[src/rtl/trap_ctrl_pkg.sv]
// trap_ctrl_pkg: shared definitions for the privileged trap sequencer.
// Contents:
//   - architectural cause codes and machine interrupt indices
//   - mtvec mode encoding
//   - sequencer state and latched event kind enums
package trap_ctrl_pkg;

    localparam int unsigned CAUSE_ILLEGAL = 2;
    localparam int unsigned CAUSE_ECALL_U = 8;   // ecall cause = CAUSE_ECALL_U + priv_mode
    localparam int unsigned IRQ_MSI       = 3;
    localparam int unsigned IRQ_MTI       = 7;
    localparam int unsigned IRQ_MEI       = 11;

    typedef enum logic [1:0] {
        MTVEC_DIRECT   = 2'd0,
        MTVEC_VECTORED = 2'd1,
        MTVEC_RSVD2    = 2'd2,
        MTVEC_RSVD3    = 2'd3
    } mtvec_mode_t;

    typedef enum logic [1:0] {
        ST_IDLE   = 2'd0,
        ST_DRAIN  = 2'd1,
        ST_COMMIT = 2'd2
    } trap_state_t;

    typedef enum logic [1:0] {
        EV_NONE = 2'd0,
        EV_TRAP = 2'd1,   // interrupt, illegal or ecall: CSR file takes a trap
        EV_MRET = 2'd2,
        EV_CSR  = 2'd3    // serializing CSR write: flush/redirect only
    } ev_kind_t;

endpackage

[src/rtl/trap_ctrl_if.sv]
// trap_ctrl_if: commit-stage / CSR-file bundle around the trap sequencer.
// Signals:
//   commit_*      decoded instruction at the commit boundary
//   mem_busy      outstanding data-bus traffic
//   mstatus_mie, mie, mip, mtvec, mepc, priv_mode   CSR file state
//   stall_commit, flush, redirect_valid, redirect_pc   pipeline control
//   trap_we, mret_we, trap_cause, trap_epc, trap_tval  CSR file update
//   busy          sequencer not idle
// Modports: slave = trap_ctrl, master = the surrounding pipeline / CSR file.
interface trap_ctrl_if #(
    parameter int XLEN = 64
);
    logic            commit_valid;
    logic [XLEN-1:0] commit_pc;
    logic            commit_is_ecall;
    logic            commit_is_mret;
    logic            commit_is_csr;
    logic            commit_illegal;
    logic [31:0]     commit_instr;
    logic            mem_busy;
    logic            mstatus_mie;
    logic [XLEN-1:0] mie;
    logic [XLEN-1:0] mip;
    logic [XLEN-1:0] mtvec;
    logic [XLEN-1:0] mepc;
    logic [1:0]      priv_mode;

    logic            stall_commit;
    logic            flush;
    logic            redirect_valid;
    logic [XLEN-1:0] redirect_pc;
    logic            trap_we;
    logic            mret_we;
    logic [XLEN-1:0] trap_cause;
    logic [XLEN-1:0] trap_epc;
    logic [XLEN-1:0] trap_tval;
    logic            busy;

    modport slave (
        input  commit_valid, commit_pc, commit_is_ecall, commit_is_mret,
               commit_is_csr, commit_illegal, commit_instr, mem_busy,
               mstatus_mie, mie, mip, mtvec, mepc, priv_mode,
        output stall_commit, flush, redirect_valid, redirect_pc, trap_we,
               mret_we, trap_cause, trap_epc, trap_tval, busy
    );

    modport master (
        output commit_valid, commit_pc, commit_is_ecall, commit_is_mret,
               commit_is_csr, commit_illegal, commit_instr, mem_busy,
               mstatus_mie, mie, mip, mtvec, mepc, priv_mode,
        input  stall_commit, flush, redirect_valid, redirect_pc, trap_we,
               mret_we, trap_cause, trap_epc, trap_tval, busy
    );
endinterface

[src/rtl/trap_ctrl_irq_prio.sv]
// trap_irq_prio: combinational machine interrupt priority encoder.
// Ports:
//   mip, mie   in   pending / enable CSR values
//   irq_valid  out  some supported interrupt is pending and enabled
//   irq_index  out  winning interrupt index, MEI > MSI > MTI
module trap_irq_prio
    import trap_ctrl_pkg::*;
#(
    parameter int XLEN = 64
) (
    input  logic [XLEN-1:0] mip,
    input  logic [XLEN-1:0] mie,
    output logic            irq_valid,
    output logic [3:0]      irq_index
);
    logic [XLEN-1:0] pend;
    logic            unused_pend;

    assign pend = mip & mie;
    // Only the three machine-level sources are implemented here.
    assign unused_pend = ^{pend[XLEN-1:12], pend[10:8], pend[6:4], pend[2:0]};

    always_comb begin
        irq_valid = 1'b0;
        irq_index = '0;
        if (pend[IRQ_MEI]) begin
            irq_valid = 1'b1;
            irq_index = 4'(IRQ_MEI);
        end else if (pend[IRQ_MSI]) begin
            irq_valid = 1'b1;
            irq_index = 4'(IRQ_MSI);
        end else if (pend[IRQ_MTI]) begin
            irq_valid = 1'b1;
            irq_index = 4'(IRQ_MTI);
        end
    end
endmodule

[src/rtl/trap_ctrl.sv]
// trap_ctrl: privileged control-flow sequencer between commit and the CSR file.
// Picks one event per commit boundary (interrupt > illegal > ecall > mret >
// CSR write), stalls commit, waits for memory to drain, then issues a single
// CSR update strobe with flush and fetch redirect.
// Ports:
//   clk, reset   clock, synchronous active-high reset
//   bus          trap_ctrl_if.slave bundle (commit inputs, CSR values,
//                stall/flush/redirect and trap/mret strobes with values)
module trap_ctrl
    import trap_ctrl_pkg::*;
#(
    parameter int XLEN            = 64,
    parameter bit IRQ_VECTORED_EN = 1'b1
) (
    input  logic        clk,
    input  logic        reset,
    trap_ctrl_if.slave  bus
);
    trap_state_t     state_q, state_d;
    ev_kind_t        kind_q, kind_d;
    logic [XLEN-1:0] cause_q, epc_q, tval_q, target_q;
    logic [XLEN-1:0] cause_d, epc_d, tval_d, target_d;
    logic [XLEN-1:0] base;
    logic            irq_valid, irq_take, latch;
    logic [3:0]      irq_index;

    trap_irq_prio #(.XLEN(XLEN)) u_irq_prio (
        .mip       (bus.mip),
        .mie       (bus.mie),
        .irq_valid (irq_valid),
        .irq_index (irq_index)
    );

    // Event decode for the instruction at the commit boundary
    always_comb begin
        // M-mode interrupts are always enabled from lower privilege levels.
        irq_take = irq_valid && ((bus.priv_mode != 2'b11) || bus.mstatus_mie);
        base     = bus.mtvec & ~XLEN'(3);
        kind_d   = EV_NONE;
        cause_d  = '0;
        epc_d    = bus.commit_pc;
        tval_d   = '0;
        target_d = base;
        if (irq_take) begin
            kind_d             = EV_TRAP;
            cause_d            = XLEN'(irq_index);
            cause_d[XLEN-1]    = 1'b1;
            if (IRQ_VECTORED_EN && (mtvec_mode_t'(bus.mtvec[1:0]) == MTVEC_VECTORED))
                target_d = base + XLEN'({irq_index, 2'b00});
        end else if (bus.commit_illegal) begin
            kind_d  = EV_TRAP;
            cause_d = XLEN'(CAUSE_ILLEGAL);
            tval_d  = XLEN'(bus.commit_instr);
        end else if (bus.commit_is_ecall) begin
            kind_d  = EV_TRAP;
            cause_d = XLEN'(CAUSE_ECALL_U) + XLEN'(bus.priv_mode);
        end else if (bus.commit_is_mret) begin
            kind_d   = EV_MRET;
            target_d = bus.mepc;
        end else if (bus.commit_is_csr) begin
            kind_d   = EV_CSR;
            target_d = bus.commit_pc + XLEN'(4);
        end
    end

    // Sequencer next state and outputs
    always_comb begin
        state_d            = state_q;
        latch              = 1'b0;
        bus.stall_commit   = 1'b0;
        bus.flush          = 1'b0;
        bus.redirect_valid = 1'b0;
        bus.trap_we        = 1'b0;
        bus.mret_we        = 1'b0;
        case (state_q)
            ST_IDLE: begin
                // Held off during reset so nothing is latched or stalled.
                if (!reset && bus.commit_valid && (kind_d != EV_NONE)) begin
                    bus.stall_commit = 1'b1;
                    latch            = 1'b1;
                    state_d          = ST_DRAIN;
                end
            end
            ST_DRAIN: begin
                bus.stall_commit = 1'b1;
                if (!bus.mem_busy)
                    state_d = ST_COMMIT;
            end
            ST_COMMIT: begin
                bus.stall_commit   = 1'b1;
                bus.flush          = 1'b1;
                bus.redirect_valid = 1'b1;
                bus.trap_we        = (kind_q == EV_TRAP);
                bus.mret_we        = (kind_q == EV_MRET);
                state_d            = ST_IDLE;
            end
            default: state_d = ST_IDLE;
        endcase
        bus.redirect_pc = bus.redirect_valid ? target_q : '0;
        bus.trap_cause  = bus.trap_we ? cause_q : '0;
        bus.trap_epc    = bus.trap_we ? epc_q   : '0;
        bus.trap_tval   = bus.trap_we ? tval_q  : '0;
        bus.busy        = (state_q != ST_IDLE);
    end

    // State and latched event registers
    always_ff @(posedge clk) begin
        if (reset) begin
            state_q <= ST_IDLE;
            kind_q  <= EV_NONE;
        end else begin
            state_q <= state_d;
            if (latch)
                kind_q <= kind_d;
        end
    end

    // Event payload is only observed while gated by the strobes above.
    always_ff @(posedge clk) begin
        if (latch) begin
            cause_q  <= cause_d;
            epc_q    <= epc_d;
            tval_q   <= tval_d;
            target_q <= target_d;
        end
    end
endmodule

[src/flat_wrapper.sv]
// flat-port wrapper written by rule: the top's interface ports become plain ports
module trap_ctrl_flat import trap_ctrl_pkg::*;
#(
    parameter int XLEN            = 64,
    parameter bit IRQ_VECTORED_EN = 1'b1
)
  (clk, reset, bus_commit_valid, bus_commit_pc, bus_commit_is_ecall, bus_commit_is_mret, bus_commit_is_csr, bus_commit_illegal, bus_commit_instr, bus_mem_busy, bus_mstatus_mie, bus_mie, bus_mip, bus_mtvec, bus_mepc, bus_priv_mode, bus_stall_commit, bus_flush, bus_redirect_valid, bus_redirect_pc, bus_trap_we, bus_mret_we, bus_trap_cause, bus_trap_epc, bus_trap_tval, bus_busy);
  trap_ctrl_if #(.XLEN(XLEN)) bus_i ();
  input  logic clk;
  input  logic reset;
  input wire logic [$bits(bus_i.commit_valid)-1:0] bus_commit_valid;
  input wire logic [$bits(bus_i.commit_pc)-1:0] bus_commit_pc;
  input wire logic [$bits(bus_i.commit_is_ecall)-1:0] bus_commit_is_ecall;
  input wire logic [$bits(bus_i.commit_is_mret)-1:0] bus_commit_is_mret;
  input wire logic [$bits(bus_i.commit_is_csr)-1:0] bus_commit_is_csr;
  input wire logic [$bits(bus_i.commit_illegal)-1:0] bus_commit_illegal;
  input wire logic [$bits(bus_i.commit_instr)-1:0] bus_commit_instr;
  input wire logic [$bits(bus_i.mem_busy)-1:0] bus_mem_busy;
  input wire logic [$bits(bus_i.mstatus_mie)-1:0] bus_mstatus_mie;
  input wire logic [$bits(bus_i.mie)-1:0] bus_mie;
  input wire logic [$bits(bus_i.mip)-1:0] bus_mip;
  input wire logic [$bits(bus_i.mtvec)-1:0] bus_mtvec;
  input wire logic [$bits(bus_i.mepc)-1:0] bus_mepc;
  input wire logic [$bits(bus_i.priv_mode)-1:0] bus_priv_mode;
  output wire logic [$bits(bus_i.stall_commit)-1:0] bus_stall_commit;
  output wire logic [$bits(bus_i.flush)-1:0] bus_flush;
  output wire logic [$bits(bus_i.redirect_valid)-1:0] bus_redirect_valid;
  output wire logic [$bits(bus_i.redirect_pc)-1:0] bus_redirect_pc;
  output wire logic [$bits(bus_i.trap_we)-1:0] bus_trap_we;
  output wire logic [$bits(bus_i.mret_we)-1:0] bus_mret_we;
  output wire logic [$bits(bus_i.trap_cause)-1:0] bus_trap_cause;
  output wire logic [$bits(bus_i.trap_epc)-1:0] bus_trap_epc;
  output wire logic [$bits(bus_i.trap_tval)-1:0] bus_trap_tval;
  output wire logic [$bits(bus_i.busy)-1:0] bus_busy;
  assign bus_i.commit_valid = bus_commit_valid;
  assign bus_i.commit_pc = bus_commit_pc;
  assign bus_i.commit_is_ecall = bus_commit_is_ecall;
  assign bus_i.commit_is_mret = bus_commit_is_mret;
  assign bus_i.commit_is_csr = bus_commit_is_csr;
  assign bus_i.commit_illegal = bus_commit_illegal;
  assign bus_i.commit_instr = bus_commit_instr;
  assign bus_i.mem_busy = bus_mem_busy;
  assign bus_i.mstatus_mie = bus_mstatus_mie;
  assign bus_i.mie = bus_mie;
  assign bus_i.mip = bus_mip;
  assign bus_i.mtvec = bus_mtvec;
  assign bus_i.mepc = bus_mepc;
  assign bus_i.priv_mode = bus_priv_mode;
  assign bus_stall_commit = bus_i.stall_commit;
  assign bus_flush = bus_i.flush;
  assign bus_redirect_valid = bus_i.redirect_valid;
  assign bus_redirect_pc = bus_i.redirect_pc;
  assign bus_trap_we = bus_i.trap_we;
  assign bus_mret_we = bus_i.mret_we;
  assign bus_trap_cause = bus_i.trap_cause;
  assign bus_trap_epc = bus_i.trap_epc;
  assign bus_trap_tval = bus_i.trap_tval;
  assign bus_busy = bus_i.busy;
  trap_ctrl #(.XLEN(XLEN), .IRQ_VECTORED_EN(IRQ_VECTORED_EN)) u_core (.clk(clk), .reset(reset), .bus(bus_i));
endmodule
[config.mk]
export PLATFORM = sky130hd
export DESIGN_NAME = trap_ctrl_flat
export DESIGN_NICKNAME = d
export VERILOG_FILES = /design/src/rtl/trap_ctrl_pkg.sv /design/src/rtl/trap_ctrl_if.sv /design/src/rtl/trap_ctrl_irq_prio.sv /design/src/rtl/trap_ctrl.sv /design/src/flat_wrapper.sv
export SDC_FILE = /design/constraint.sdc
export NUM_CORES = 1
export LEC_CHECK = 0
export BUFFER_PORTS_ARGS = -buffer_cell sky130_fd_sc_hd__buf_2
export CAP_MARGIN = 20
export CORE_AREA = 4 4 238 240
export DETAILED_ROUTE_END_ITERATION = 7
export DIE_AREA = 0 0 242 244
export HOLD_SLACK_MARGIN = 0.08
export PLACE_DENSITY = 0.49
export SYNTH_ARGS = -nofsm -noshare
export SYNTH_HDL_FRONTEND = slang
export SYNTH_SLANG_ARGS = --single-unit
[constraint.sdc]
create_clock -name clk -period 9.65 [get_ports clk]
set_clock_uncertainty 0.15 [all_clocks]
set_input_delay 2.895 -clock clk [delete_from_list [all_inputs] [get_ports clk]]
set_output_delay 2.895 -clock clk [all_outputs]
set_load 0.02 [all_outputs]
==> results.env <==
OUTCOME='finished, final reports clean'
MAX-CLOCK-PATH-BUFFERS=2
YS_WARN_COUNT=0
CTS_SETUP_BUFFERS=0
CLOCK-ROOT-BUFFER='sky130_fd_sc_hd__clkbuf_16'
DESIGN.FINAL.NETS=2031
GRT_MAX_DEGREE=71
REPORT.FINAL.HOLD_VIOL_COUNT=0
WORST_R2R_END='u_core.tval_q[14]$_SDFFCE_PP0P_'
MOSTFREQUENTLAYOUTCELLS='sky130_fd_sc_hd__buf_2, sky130_fd_sc_hd__and2_1, sky130_fd_sc_hd__edfxtp_1'
CTS_REPAIR_RESIZE_COUNT=0
NUMBER_OF_VIOLATIONS_OF_THE_MAX_CAPACITANCE_LIMIT=0
CTS_INSERTED_BUFFERS=17
START_KIND='primary input'
AREA_DELTA_SYNTH_FINAL_PCT=26.73
GRT_PASS1_WL_UM=77960
TOP_USAGE_LAYER='met2'
SYNTH_AREA_SQ_UM=11780
SEQ_AREA_FRAC_SYNTH_PCT=42.75
GRT_UTIL_ALL_LAYERS_PCT=18.11
SYNTHESIS.INSTANCES=1267
ANT_NETS=0
TIMING.CRITICAL_PATH.FANOUT_MAX=4
SETUP-VIOLATIONS-FINAL=0
POST-ROUTE-DRC-COUNT=0
PORT_BUFFERS=411
FLOORPLAN.INITIALDENSITY_PCT=21.55
WORSTHOLDSTART='u_core.kind_q[0]$_SDFFE_PP0P_'
GLOBALROUTEMET3UTIL_PCT=5.000
WORSTHOLDENDPOINT='u_core.kind_q[0]$_SDFFE_PP0P_'
STATIC-LEAKAGE-POWER_uW=0.006296
YOSYS_MOST_USED_DFF='sky130_fd_sc_hd__edfxtp_1'
CRIT_ARRIVAL_PS=4650
SYNTH_ENABLE_FLOP_CELLS=165
DETAILEDPLACEMENTHPWL_UM=42540
FINALWORSTPATHREQUIREDPERIOD_PS=7691
PLACEMENT_ROWS=86
MOST_FREQUENT_STANDARD_CELL_IN_THE_LAYOUT_EXCLUDING_FILL_AND_TAP_CELLS='sky130_fd_sc_hd__buf_2'
SYNTH_CELL_TYPES=69
WORST_EP_REQUIRED_TIME_PS=6610
WORST_HOLD_CHECK_PATH_TYPE='reg2reg'
FINAL_UTIL_PCT=27.31
TIGHTEST_PIN_TRANSITION_PS=916.5
RR_STARTPOINT='u_core.state_q[1]$_SDFFE_PP0P_'
ANTENNA_FOUND_INITIAL=13
USE_MET2_PCT=29.77
CLK_LATENCY_PS=480
REGTOREGSETUPSLACK_PS=6640
SHARE_OF_FLIP_FLOPS_WITH_AN_ASYNCHRONOUS_SET_OR_RESET_AFTER_SYNTHESIS_PCT=0
MAX-SLEW-MARGIN-REL_PCT=38.44
ROUTED_WL_UM=55650
DRIVE_GT1_SHARE_PCT=29.78
SYNTH.FF_LATCH_COUNT=169
SYNTH_AREA_PER_CELL_SQ_UM=9.296
MAX-VDD-IR-DROP_V=0.0001307
INITIALDRTVIOLATIONCOUNT=857
DIE-AREA_SQ_UM=59050
FINAL-INSTANCE-COUNT-EXCL-FILL=2376
POWER_DENSITY_nW_PER_UM2=150.2
DESIGN.CORE.AREA_SQ_UM=54660
CTS_HOLD_BUFFERS=0
CTS_TREE='yes'
MAX_FREQ_GHz=0.1300
FINALWEIGHTEDCONGESTION=0.8738
SETUP.WORST_PATH.END_CLASS='primary output'
TIMING_MAX_TRANSITION_VIOLATIONS_FINAL=0
LAYOUT.CELL_AREA.NON_FILLER_SQ_UM=14930
GLOBAL_ROUTE.USAGE.MET1_PCT=23.10
VIAS=11528
FP.DIEH_UM=244
SETUP_TNS_PS=0
CLOCK-SINKS=169
POST_DRT_WL_PER_CELL_UM=23.42
RSZ0062_AT_GRT='false'
NUMBER_OF_GLOBAL_ROUTE_VIAS_BEFORE_REPAIR=11140
FLOORPLAN.IO_PINS=625
VIA_PER_INST=4.852
PLACE_AREA_SQ_UM=14330
FINAL_CYCLE_UTILIZATION_OF_THE_CRITICAL_PATH_PCT=79.70
CLKSLEWWORSTSETUPHOLDPATHS_PS=70
X_DIMENSION_OF_THE_DIE_UM=242
HOLD-PATH-CELL-COUNT=2
TIMING_WORST_SETUP_PATH_TYPE='in2out'
TIMING.REG2REG.WORST_PATH_DEPTH=6
GRT_REMAINING_OVERFLOW=0
FIRSTDRTPASSITERS=5
H-TREE-DEPTH=4
DP_CELLS=2341
-- where the power goes --
group / switching (uW) / internal (uW) / leakage, uW
logic: 406 / 167 / 0.00444
clock network: 357 / 365 / 0.000281
registers: 20.5 / 926 / 0.00157
-- layout make-up --
type,count,area (sq um)
timing repair buffer,437,2252
fill,5940,39740
clock inverter,15,160.2
sequential,169,5035
tap,704,880.8
multi-input combinational,1003,6056
clock buffer,17,425.4
inverter,28,108.9
antenna,3,7.507
-- metrics by stage --
| stage | power [uW] | setup WS, ps | hold WS, ps |
|---|---|---|---|
| finish | 2241 | 1959 | 369.0 |
| global route | 2354 | 1664 | 395.1 |
| CTS | 2284 | 1917 | 371.6 |
| detailed placement | 1543 | 1918 | 361.0 |
| global placement | 1536 | 1919 | 350.6 |
| floorplan | 1314 | 153.0 | 321.0 |
-- worst max-delay path, stage by stage --
cell	delay, ps
sky130_fd_sc_hd__buf_2	110
sky130_fd_sc_hd__a222oi_1	700
sky130_fd_sc_hd__o21a_1	220
sky130_fd_sc_hd__nand2_1	90
sky130_fd_sc_hd__nand4b_1	210
sky130_fd_sc_hd__clkinvlp_4	120
sky130_fd_sc_hd__nor2_1	90
sky130_fd_sc_hd__nor2_1	50
sky130_fd_sc_hd__buf_2	150
-- synthesized netlist by cell type (all sizes together), types with 3 or more instances --
cell type	number	area, sq um
o31ai	6	45.04
or3	11	68.82
inv	27	101.4
nor3	31	160.1
o221ai	4	35.03
nor2	84	315.3
a211o	4	35.03
nand4	47	336.6
xnor2	29	254.0
mux2i	5	50.05
a211oi	10	75.07
nor2b	5	31.28
a311oi	3	26.28
o22ai	3	18.77
edfxtp	165	4955
and4	5	46.29
nand3	48	252.8
o21ai	60	300.3
clkbuf	56	210.2
and2	172	1076
a222oi	5	50.05
and3	45	281.5
o311ai	10	87.59
a22oi	30	225.2
a221oi	8	70.07
a221o	13	130.1
or4	8	60.06
a31oi	7	43.79
xor2	29	254.0
nor4	17	148.9
nand2	92	345.3
or2	6	37.54
buf	101	730.7
dfxtp	4	80.08
o21a	4	30.03
a21oi	54	270.3
ha	11	137.6
nand2b	5	31.28
o211ai	19	142.6
-- cell families (layout without fill, tap and decap cells) --
kind of cell | after synthesis | count (layout) | share of synthesized area, %
buf+inv | 185 | 497 | 8.881
xor+xnor | 58 | 58 | 4.313
fa+ha+maj | 12 | 12 | 1.339
mux | 7 | 7 | 0.6162
compound gates | 252 | 252 | 14.46
other cells | 1 | 94 | 0.03184
simple gates | 583 | 583 | 27.61
flops | 169 | 169 | 42.75
-- state kept, by name, summed over array words and instances, names as in the netlist --
register and flops:
u_core.target_q 64, u_core.epc_q 64, u_core.kind_q 2, u_core.cause_q 5, u_core.tval_q 32, u_core.state_q 2
-- worst max-delay path by stage --
stage / from / to / slack, ps / cells past startpoint
6_report: bus_mie[11] / bus_stall_commit / 1960 / 9
4_1_cts: bus_mie[11] / bus_stall_commit / 1920 / 9
3_3_place_gp: bus_mie[11] / bus_stall_commit / 1920 / 9
5_1_grt: bus_mie[11] / bus_stall_commit / 1660 / 9
2_1_floorplan: bus_mip[11] / bus_stall_commit / 150 / 7
3_5_place_dp: bus_mie[11] / bus_stall_commit / 1920 / 9
-- per-layer routing --
layer	vias to the layer above	part of all wire, %
met2	603	47
met3	70	8.0
met4	12	2.4
met1	5569	43
li1	5274	-
met5	-	0.12
Note: power is estimated with default switching activity, not from simulation.
